## config.mk

```make
export PLATFORM = sky130hd
export DESIGN_NAME = rc4_ksa_ctrl
export DESIGN_NICKNAME = d
export VERILOG_FILES = /design/src/rtl/rc4_ksa_ctrl.sv
export SDC_FILE = /design/constraint.sdc
export NUM_CORES = 1
export LEC_CHECK = 0
export ABC_AREA = 1
export CORE_MARGIN = 8
export CORE_UTILIZATION = 40
export DETAILED_ROUTE_END_ITERATION = 12
export HOLD_SLACK_MARGIN = 0.02
export PLACE_DENSITY = 0.77
export SYNTH_ARGS = -nofsm -noshare
export SYNTH_HDL_FRONTEND = slang
export SYNTH_SLANG_ARGS = --single-unit
```

## constraint.sdc

```tcl
create_clock -name clk -period 4.4 [get_ports clk]
set_input_delay 0.66 -clock clk [delete_from_list [all_inputs] [get_ports clk]]
set_output_delay 0.66 -clock clk [all_outputs]
set_load 0.005 [all_outputs]
```

## src/rtl/rc4_ksa_ctrl.sv

```systemverilog
// RC4 state init plus key-scheduling controller driving an external 256x32 RAM.
// Latency: done pulses 1281 cycles after start is accepted (256 init + 1024 KSA + 1).
// No backpressure: start is taken only in IDLE, and the RAM must accept one access per cycle.
// Optional macro RC4_KEY_LATCH_EN: captures key when start is accepted; otherwise key is used live.
module rc4_ksa_ctrl #(
  parameter int KEY_BYTES = 3
) (
  input  logic                   clk,
  input  logic                   rst_n,
  input  logic                   start,
  input  logic [8*KEY_BYTES-1:0] key,
  output logic                   busy,
  output logic                   done,
  output logic [31:0]            mem_d,
  output logic [7:0]             mem_waddr,
  output logic [7:0]             mem_raddr,
  output logic                   mem_we,
  input  logic [31:0]            mem_q
);

  typedef enum logic [2:0] {
    IDLE  = 3'd0,
    INIT  = 3'd1,
    RDI   = 3'd2,
    RDJ   = 3'd3,
    SWAP1 = 3'd4,
    SWAP2 = 3'd5,
    DONE  = 3'd6
  } state_t;

  // Key byte index runs alongside i so no modulo divider is needed.
  localparam logic [3:0] KIDX_MAX = 4'(KEY_BYTES - 1);

  state_t                 state;
  state_t                 state_nxt;
  logic [7:0]             i_q;
  logic [7:0]             j_q;
  logic [7:0]             si_q;
  logic [3:0]             kidx_q;
  logic [7:0]             key_byte;
  logic [7:0]             j_new;
  logic [8*KEY_BYTES-1:0] key_use;
  logic                   accept;
  logic                   unused_q;

  assign accept   = (state == IDLE) && start;
  assign unused_q = ^mem_q[31:8];

`ifdef RC4_KEY_LATCH_EN
  logic [8*KEY_BYTES-1:0] key_q;

  // Snapshot the key when a run is accepted so the caller may change it mid-run.
  always_ff @(posedge clk) begin
    if (!rst_n) begin
      key_q <= '0;
    end else if (accept) begin
      key_q <= key;
    end
  end

  assign key_use = key_q;
`else
  assign key_use = key;
`endif

  // Select key byte kidx; byte 0 sits in the most significant position.
  always_comb begin
    key_byte = '0;
    for (int n = 0; n < KEY_BYTES; n++) begin
      if (kidx_q == 4'(n)) begin
        key_byte = key_use[8*KEY_BYTES-1-8*n -: 8];
      end
    end
  end

  // S[i] arrives on mem_q during RDJ; the new j is used as the read address that same cycle.
  assign j_new = j_q + mem_q[7:0] + key_byte;

  // State register.
  always_ff @(posedge clk) begin
    if (!rst_n) begin
      state <= IDLE;
    end else begin
      state <= state_nxt;
    end
  end

  // Next-state and RAM/handshake outputs decoded from the current state.
  always_comb begin
    state_nxt = state;
    busy      = 1'b0;
    done      = 1'b0;
    mem_we    = 1'b0;
    mem_waddr = '0;
    mem_d     = '0;
    mem_raddr = i_q;
    case (state)
      IDLE: begin
        if (start) state_nxt = INIT;
      end
      INIT: begin
        busy      = 1'b1;
        mem_we    = 1'b1;
        mem_waddr = i_q;
        mem_d     = {24'h0, i_q};
        if (i_q == 8'hFF) state_nxt = RDI;
      end
      RDI: begin
        busy      = 1'b1;
        mem_raddr = i_q;
        state_nxt = RDJ;
      end
      RDJ: begin
        busy      = 1'b1;
        mem_raddr = j_new;
        state_nxt = SWAP1;
      end
      SWAP1: begin
        // S[i] <= S[j]; when i==j this rewrites the same value and SWAP2 restores si.
        busy      = 1'b1;
        mem_we    = 1'b1;
        mem_waddr = i_q;
        mem_d     = {24'h0, mem_q[7:0]};
        state_nxt = SWAP2;
      end
      SWAP2: begin
        busy      = 1'b1;
        mem_we    = 1'b1;
        mem_waddr = j_q;
        mem_d     = {24'h0, si_q};
        state_nxt = (i_q == 8'hFF) ? DONE : RDI;
      end
      DONE: begin
        done      = 1'b1;
        state_nxt = IDLE;
      end
      default: begin
        state_nxt = IDLE;
      end
    endcase
  end

  // Index, accumulator, saved S[i] and key-byte index updates.
  always_ff @(posedge clk) begin
    if (!rst_n) begin
      i_q    <= '0;
      j_q    <= '0;
      si_q   <= '0;
      kidx_q <= '0;
    end else begin
      case (state)
        IDLE: begin
          if (start) begin
            i_q    <= '0;
            j_q    <= '0;
            kidx_q <= '0;
          end
        end
        INIT: begin
          i_q <= i_q + 8'd1;
        end
        RDJ: begin
          si_q <= mem_q[7:0];
          j_q  <= j_new;
        end
        SWAP2: begin
          if (i_q != 8'hFF) begin
            i_q    <= i_q + 8'd1;
            kidx_q <= (kidx_q == KIDX_MAX) ? 4'd0 : kidx_q + 4'd1;
          end
        end
        default: begin
        end
      endcase
    end
  end

endmodule

```

# After elaboration in Yosys (flattened, before gate mapping)

Cells that the tools add are included.

Add/sub/neg operators: 4
Equal/unequal tests: 13
Muxes and demuxes: 21
Reductions and logical operators: 12

Operators with widths:

| cell                                                             | count |
|---|---|
| 8-bit 2-to-1 mux                                                 | 6 |
| 8-bit one-hot mux with 3 select lines                            | 2 |
| 8-bit one-hot mux with 2 select lines                            | 2 |
| 3-bit one-hot mux with 6 select lines                            | 1 |
| 8-bit adder                                                      | 2 |
| 4-bit 2-to-1 mux                                                 | 3 |
| 3-bit == test (second input constant)                            | 3 |
| 3-bit 2-to-1 mux                                                 | 3 |
| 8-bit by 1-bit adder with 8-bit output (second input constant)   | 1 |
| 8-bit == test (second input constant)                            | 1 |
| 8-bit inequality test (second input constant)                    | 1 |
| 4-bit one-hot mux with 2 select lines                            | 1 |
| 3-bit by 2-bit == test with 1-bit output (second input constant) | 2 |
| 2-bit inequality test (second input constant)                    | 3 |
| 3-bit AND reduction                                              | 2 |
| 5-bit OR reduction                                               | 1 |
| 4-bit by 1-bit adder with 4-bit output (second input constant)   | 1 |
| 4-bit by 1-bit == test with 1-bit output (second input constant) | 1 |
| 4-bit by 2-bit == test with 1-bit output (second input constant) | 1 |
| 4-bit zero test                                                  | 1 |
| 2-bit AND reduction                                              | 2 |
| 2-bit nonzero test                                               | 2 |
| 3-bit by 1-bit == test with 1-bit output (second input constant) | 1 |
| 3-bit zero test                                                  | 1 |
| 4 further kinds                                                  | 6 |

Flip-flop bits (word level): 31
Output and inout port bits: 51

# Longest topological paths before layout

Word-level depth: 6
Gate-level depth with buffers: 18
Gate-level depth less buffers: 18

# Worst setup path after synthesis

No wires, ideal clock.

Path kind: register -> output
Start: reg kidx_q[3]
End: out mem_raddr[2]
Arrival: 2.529 ns
Data required time: 3.740 ns
Setup slack: 1.211 ns
Stages on the path, launching flop included: 11
Path buffers: 1
Path through: dfxtp_1 nor2_2 clkbuf_1 nand3_1 nand3_1 fa_1 ha_1 inv_1 fa_1 or2_2 o21ai_0

Word-level cells in the longest chain between the ends: 6
Elaborated cells between the ends (all ways): 8
Classes of those cells: add/sub (1); eq/ne (2); mux (4); reduce/logical (1)

Ends and longest elaborated chain:

| what                          | line | text |
|---|---|---|
| start: declaration            | 39   | `logic [3:0] kidx_q;` |
| start signal: assignment      | 169  | `kidx_q <= (kidx_q == KIDX_MAX) ? 4'd0 : kidx_q + 4'd1;` |
| 4-bit zero test               | 70   | `if (kidx_q == 4'(n)) begin` |
| 8-bit 2-to-1 mux (2 in a row) | 70   |  |
| 8-bit 2-to-1 mux (*)          | 70   |  |
| 8-bit adder (*)               | 77   | `assign j_new = j_q + mem_q[7:0] + key_byte;` |
| 8-bit 2-to-1 mux (*)          | 97   | `case (state)` |
| end: declaration              | 16   | `output logic [7:0] mem_raddr,` |

Mark *: on every way between the ends. The rest lies on a longest branch, timed or not.

# Worst setup path in the final report

Start: in key[17]
End: out mem_raddr[5]

Word-level cells in the longest chain between the ends: 5

Ends and longest elaborated chain:

| what                          | line | text |
|---|---|---|
| start: declaration            | 11   | `input logic [8*KEY_BYTES-1:0] key,` |
| 8-bit 2-to-1 mux (3 in a row) | 70   |  |
| 8-bit adder                   | 77   |  |
| 8-bit 2-to-1 mux              | 97   |  |

Every way passes these cells.

==> impl_metrics.toml <==
[run_status]
status = "complete, no violations"

[final_layout]
num_antenna_cells = 0
drive_gt1_share_pct = 9.93
fin_nets = 516
synthToLayoutAreaGrowth_pct = 28.6

[timing]
grt_setup_unrepaired = "no"
slew_headroom_pct = 60.0
fmax_ghz = 0.238
finalCriticalPeriod_ns = 4.21
fin_setup_tns_ns = 0
finalCritPeriodShare_pct = 95.6
final_hold_viol_count = 0
setup_viol = 0
skew_ns = 0.00447
final_max_slew_viol_count = 0
worst_slew_pin_slew_ns = 0.597
hold_slack_ns = 0.474

[synthesis]
synth.top_cell.area_share_pct = 24.5
synthTopCellsByCount = "nand2_1 (90), nand3_1 (43), dfxtp_1 (31)"
synthMostInstantiatedCell = "nand2_1"
syn-instance-count = 380
ys_seq_area_share_pct = 24.5
syn_avg_cell_area_um2 = 6.67
ys_seq_elements = 31
post_synth_num_cell_types = 36
synth_largest_area_cell = "dfxtp_1"
ys.flop_type = "dfxtp_1"
ys_warn_count = 0
syn-cell-area_mm2 = 0.00253
async_reset_ff_share_pct = 0
yosys-top-cells-area = "dfxtp_1 (24%), nand2_1 (13%), nand3_1 (8.5%), buf_4 (7.1%), fa_1 (6.3%)"
synth_edf_count = 0

[worst_setup_path]
worstPathRequired_ns = 3.74
cp_max_fo = 4
cpLargestDelayFamily = "adder cells"
crit_type = "in2out"
critPathLaunchType = "primary input"
arrival_ns = 3.55
reg2reg_setup_slack_ns = 1.49
ff2ff_path_depth = 15
critPathSlowestCell = "fa_1"
reg2reg_to = "j_q[7]$_SDFFE_PN0P_"
critical_path_buf_inv_count = 3
path_cells = "clkdlybuf4s50_1 > nand3_1 > nand3_1 > fa_1 > ha_2 > inv_1 > fa_1 > o31ai_2 > a21oi_1 > o21ai_1 > o21ai_0 > clkdlybuf4s50_1"
max_stage_delay_ns = 0.52
end_kind = "output port"
rr_startpoint = "kidx_q[3]$_SDFFE_PN0P_"

[floorplan]
die_h_um = 95.6
die_w_um = 95.6
coreArea_mm2 = 0.00624
start_util_pct = 40.6
dieArea_mm2 = 0.00914
ioPinCount = 110
row_count = 29

[placement]
io_buffers = 61
place.gp.congestion = 0.854
hpwl_mm = 5.88

[detailed_routing]
routed_wl_mm = 7.54
drt_pass1_iterations = 4
avgViaCountPerCell = 5.15
wl_per_cell_um = 14.5
route.vias.total = 2678
drtAntennaViolNets = 0
drtIter0Drc = 143
drc = 0

[global_route]
grt_pass1_vias = 2523
grt_pass1_wl_mm = 12.1
grtUsageTotal_pct = 16.7
grt_max_degree = 24
grt.overflow.total = 0
antenna_found_initial = 0

[hold_path]
hold_class = "reg2reg"
hold_depth = 2
min_delay_worst_endpoint = "j_q[6]$_SDFFE_PN0P_"
hold_path_startpoint = "j_q[6]$_SDFFE_PN0P_"

[run]
drv_cap = 0

[pwr]
total_leakage_power_nw = 1.40
power_density_mw_per_mm2 = 295
vdd_ir_drop_max_v = 0.000203

[clock_network]
cts-root-buf = "clkbuf_8"
htreeDepth = 2
holdBufCountCts = 0
cts_resized = 0
clkTransAtPathRegs_ns = 0.06
cts_buffers = 5
cts.sinks = 31
cts_tree = "built"
cts_setup_buffers = 0
clk_path_buf_depth = 2
insertion_delay_ns = 0.29
-- how the worst max path moves through the flow --
stage / startpoint / cells past startpoint / to / slack [ns]
final: key[17] / 12 / mem_raddr[5] / 0.19
after global routing: key[17] / 12 / mem_raddr[5] / 0.04
after CTS: kidx_q[3]$_SDFFE_PN0P_ / 16 / mem_raddr[7] / 0.06
after detailed placement: key[17] / 15 / mem_raddr[7] / 0.1
after global placement: key[17] / 15 / mem_raddr[7] / 0.11
after floorplan: kidx_q[3]$_SDFFE_PN0P_ / 10 / mem_raddr[2] / 1.21
-- per-stage QoR --
step           util [%]  cells  total power, mW  worst slack [ns]  cell area [um2]
6_report           52.2    520            0.960             0.192             3260
5_1_grt            52.2    520             1.02            0.0377             3260
4_1_cts            51.8    520            0.962            0.0597             3230
3_5_place_dp       50.2    512            0.709            0.0959             3130
3_3_place_gp       50.2    512            0.700             0.114             3130
2_1_floorplan         -    403            0.572              1.21             2620
-- placed cells by master (no fill, tap or decap), drive strengths merged --
master / Yosys / final
a211oi: 2 / 2
a21oi: 26 / 26
a31oi: 1 / 1
buf: 26 / 2
clkbuf: 5 / 8
clkdlybuf4s50: 0 / 60
clkinv: 2 / 2
conb: 1 / 24
dfxtp: 31 / 31
dlymetal6s2s: 0 / 1
fa: 8 / 8
ha: 7 / 7
inv: 42 / 42
nand2: 92 / 92
nand2b: 1 / 1
nand3: 45 / 45
nand3b: 1 / 1
nand4: 5 / 5
nor2: 33 / 33
nor3: 5 / 5
nor4: 1 / 1
o211ai: 2 / 2
o21a: 1 / 1
o21ai: 30 / 30
o22ai: 2 / 2
o31ai: 1 / 1
or2: 3 / 3
xor2: 7 / 7
-- registers in the layout (all words and copies together) (netlist names) --
name	cells
i_q	8
j_q	8
kidx_q	4
si_q	8
state	3
-- cell type report --
| type | instances | area (um2) |
|---|---|---|
| Sequential cell | 31 | 621 |
| Timing Repair Buffer | 63 | 628 |
| Clock buffer | 8 | 100 |
| Tap cell | 77 | 96.3 |
| Inverter | 44 | 170 |
| Multi-Input combinational cell | 297 | 1640 |
| Fill cell | 623 | 2980 |
-- logic make-up after synthesis --
group	synth area share, %
DFF	24.5
adders and majority gates	9.78
other	0.148
AOI/OAI and AO/OA	14.0
buffers and inverters	15.0
xor gates and xnor gates	2.42
and+or+nand+nor	34.2
-- routing by layer --
| layer | track usage (%) | share of wire [%] | vias to the layer above |
|---|---|---|---|
| met1 | 20.8 | 42 | 1238 |
| met4 | 6.02 | 1.7 | 0 |
| met2 | 27.6 | 47 | 110 |
| met3 | 3.70 | 9.3 | 14 |
| li1 | - | - | 1316 |
| met5 | 0 | 0 | - |
-- report_power, final --
part	internal, mW	switching, mW	leakage (nW)
combinational	0.155	0.231	1.10
sequential	0.302	0.0198	0.251
clock	0.143	0.110	0.0515
total	0.600	0.360	1.40
-- tightest hold or removal path: stages (launching register included) --
cell and delay [ns]:
dfxtp_1 0.31, nand2_1 0.06, a21oi_1 0.06
No activity file was read; power rests on OpenSTA's default activity.
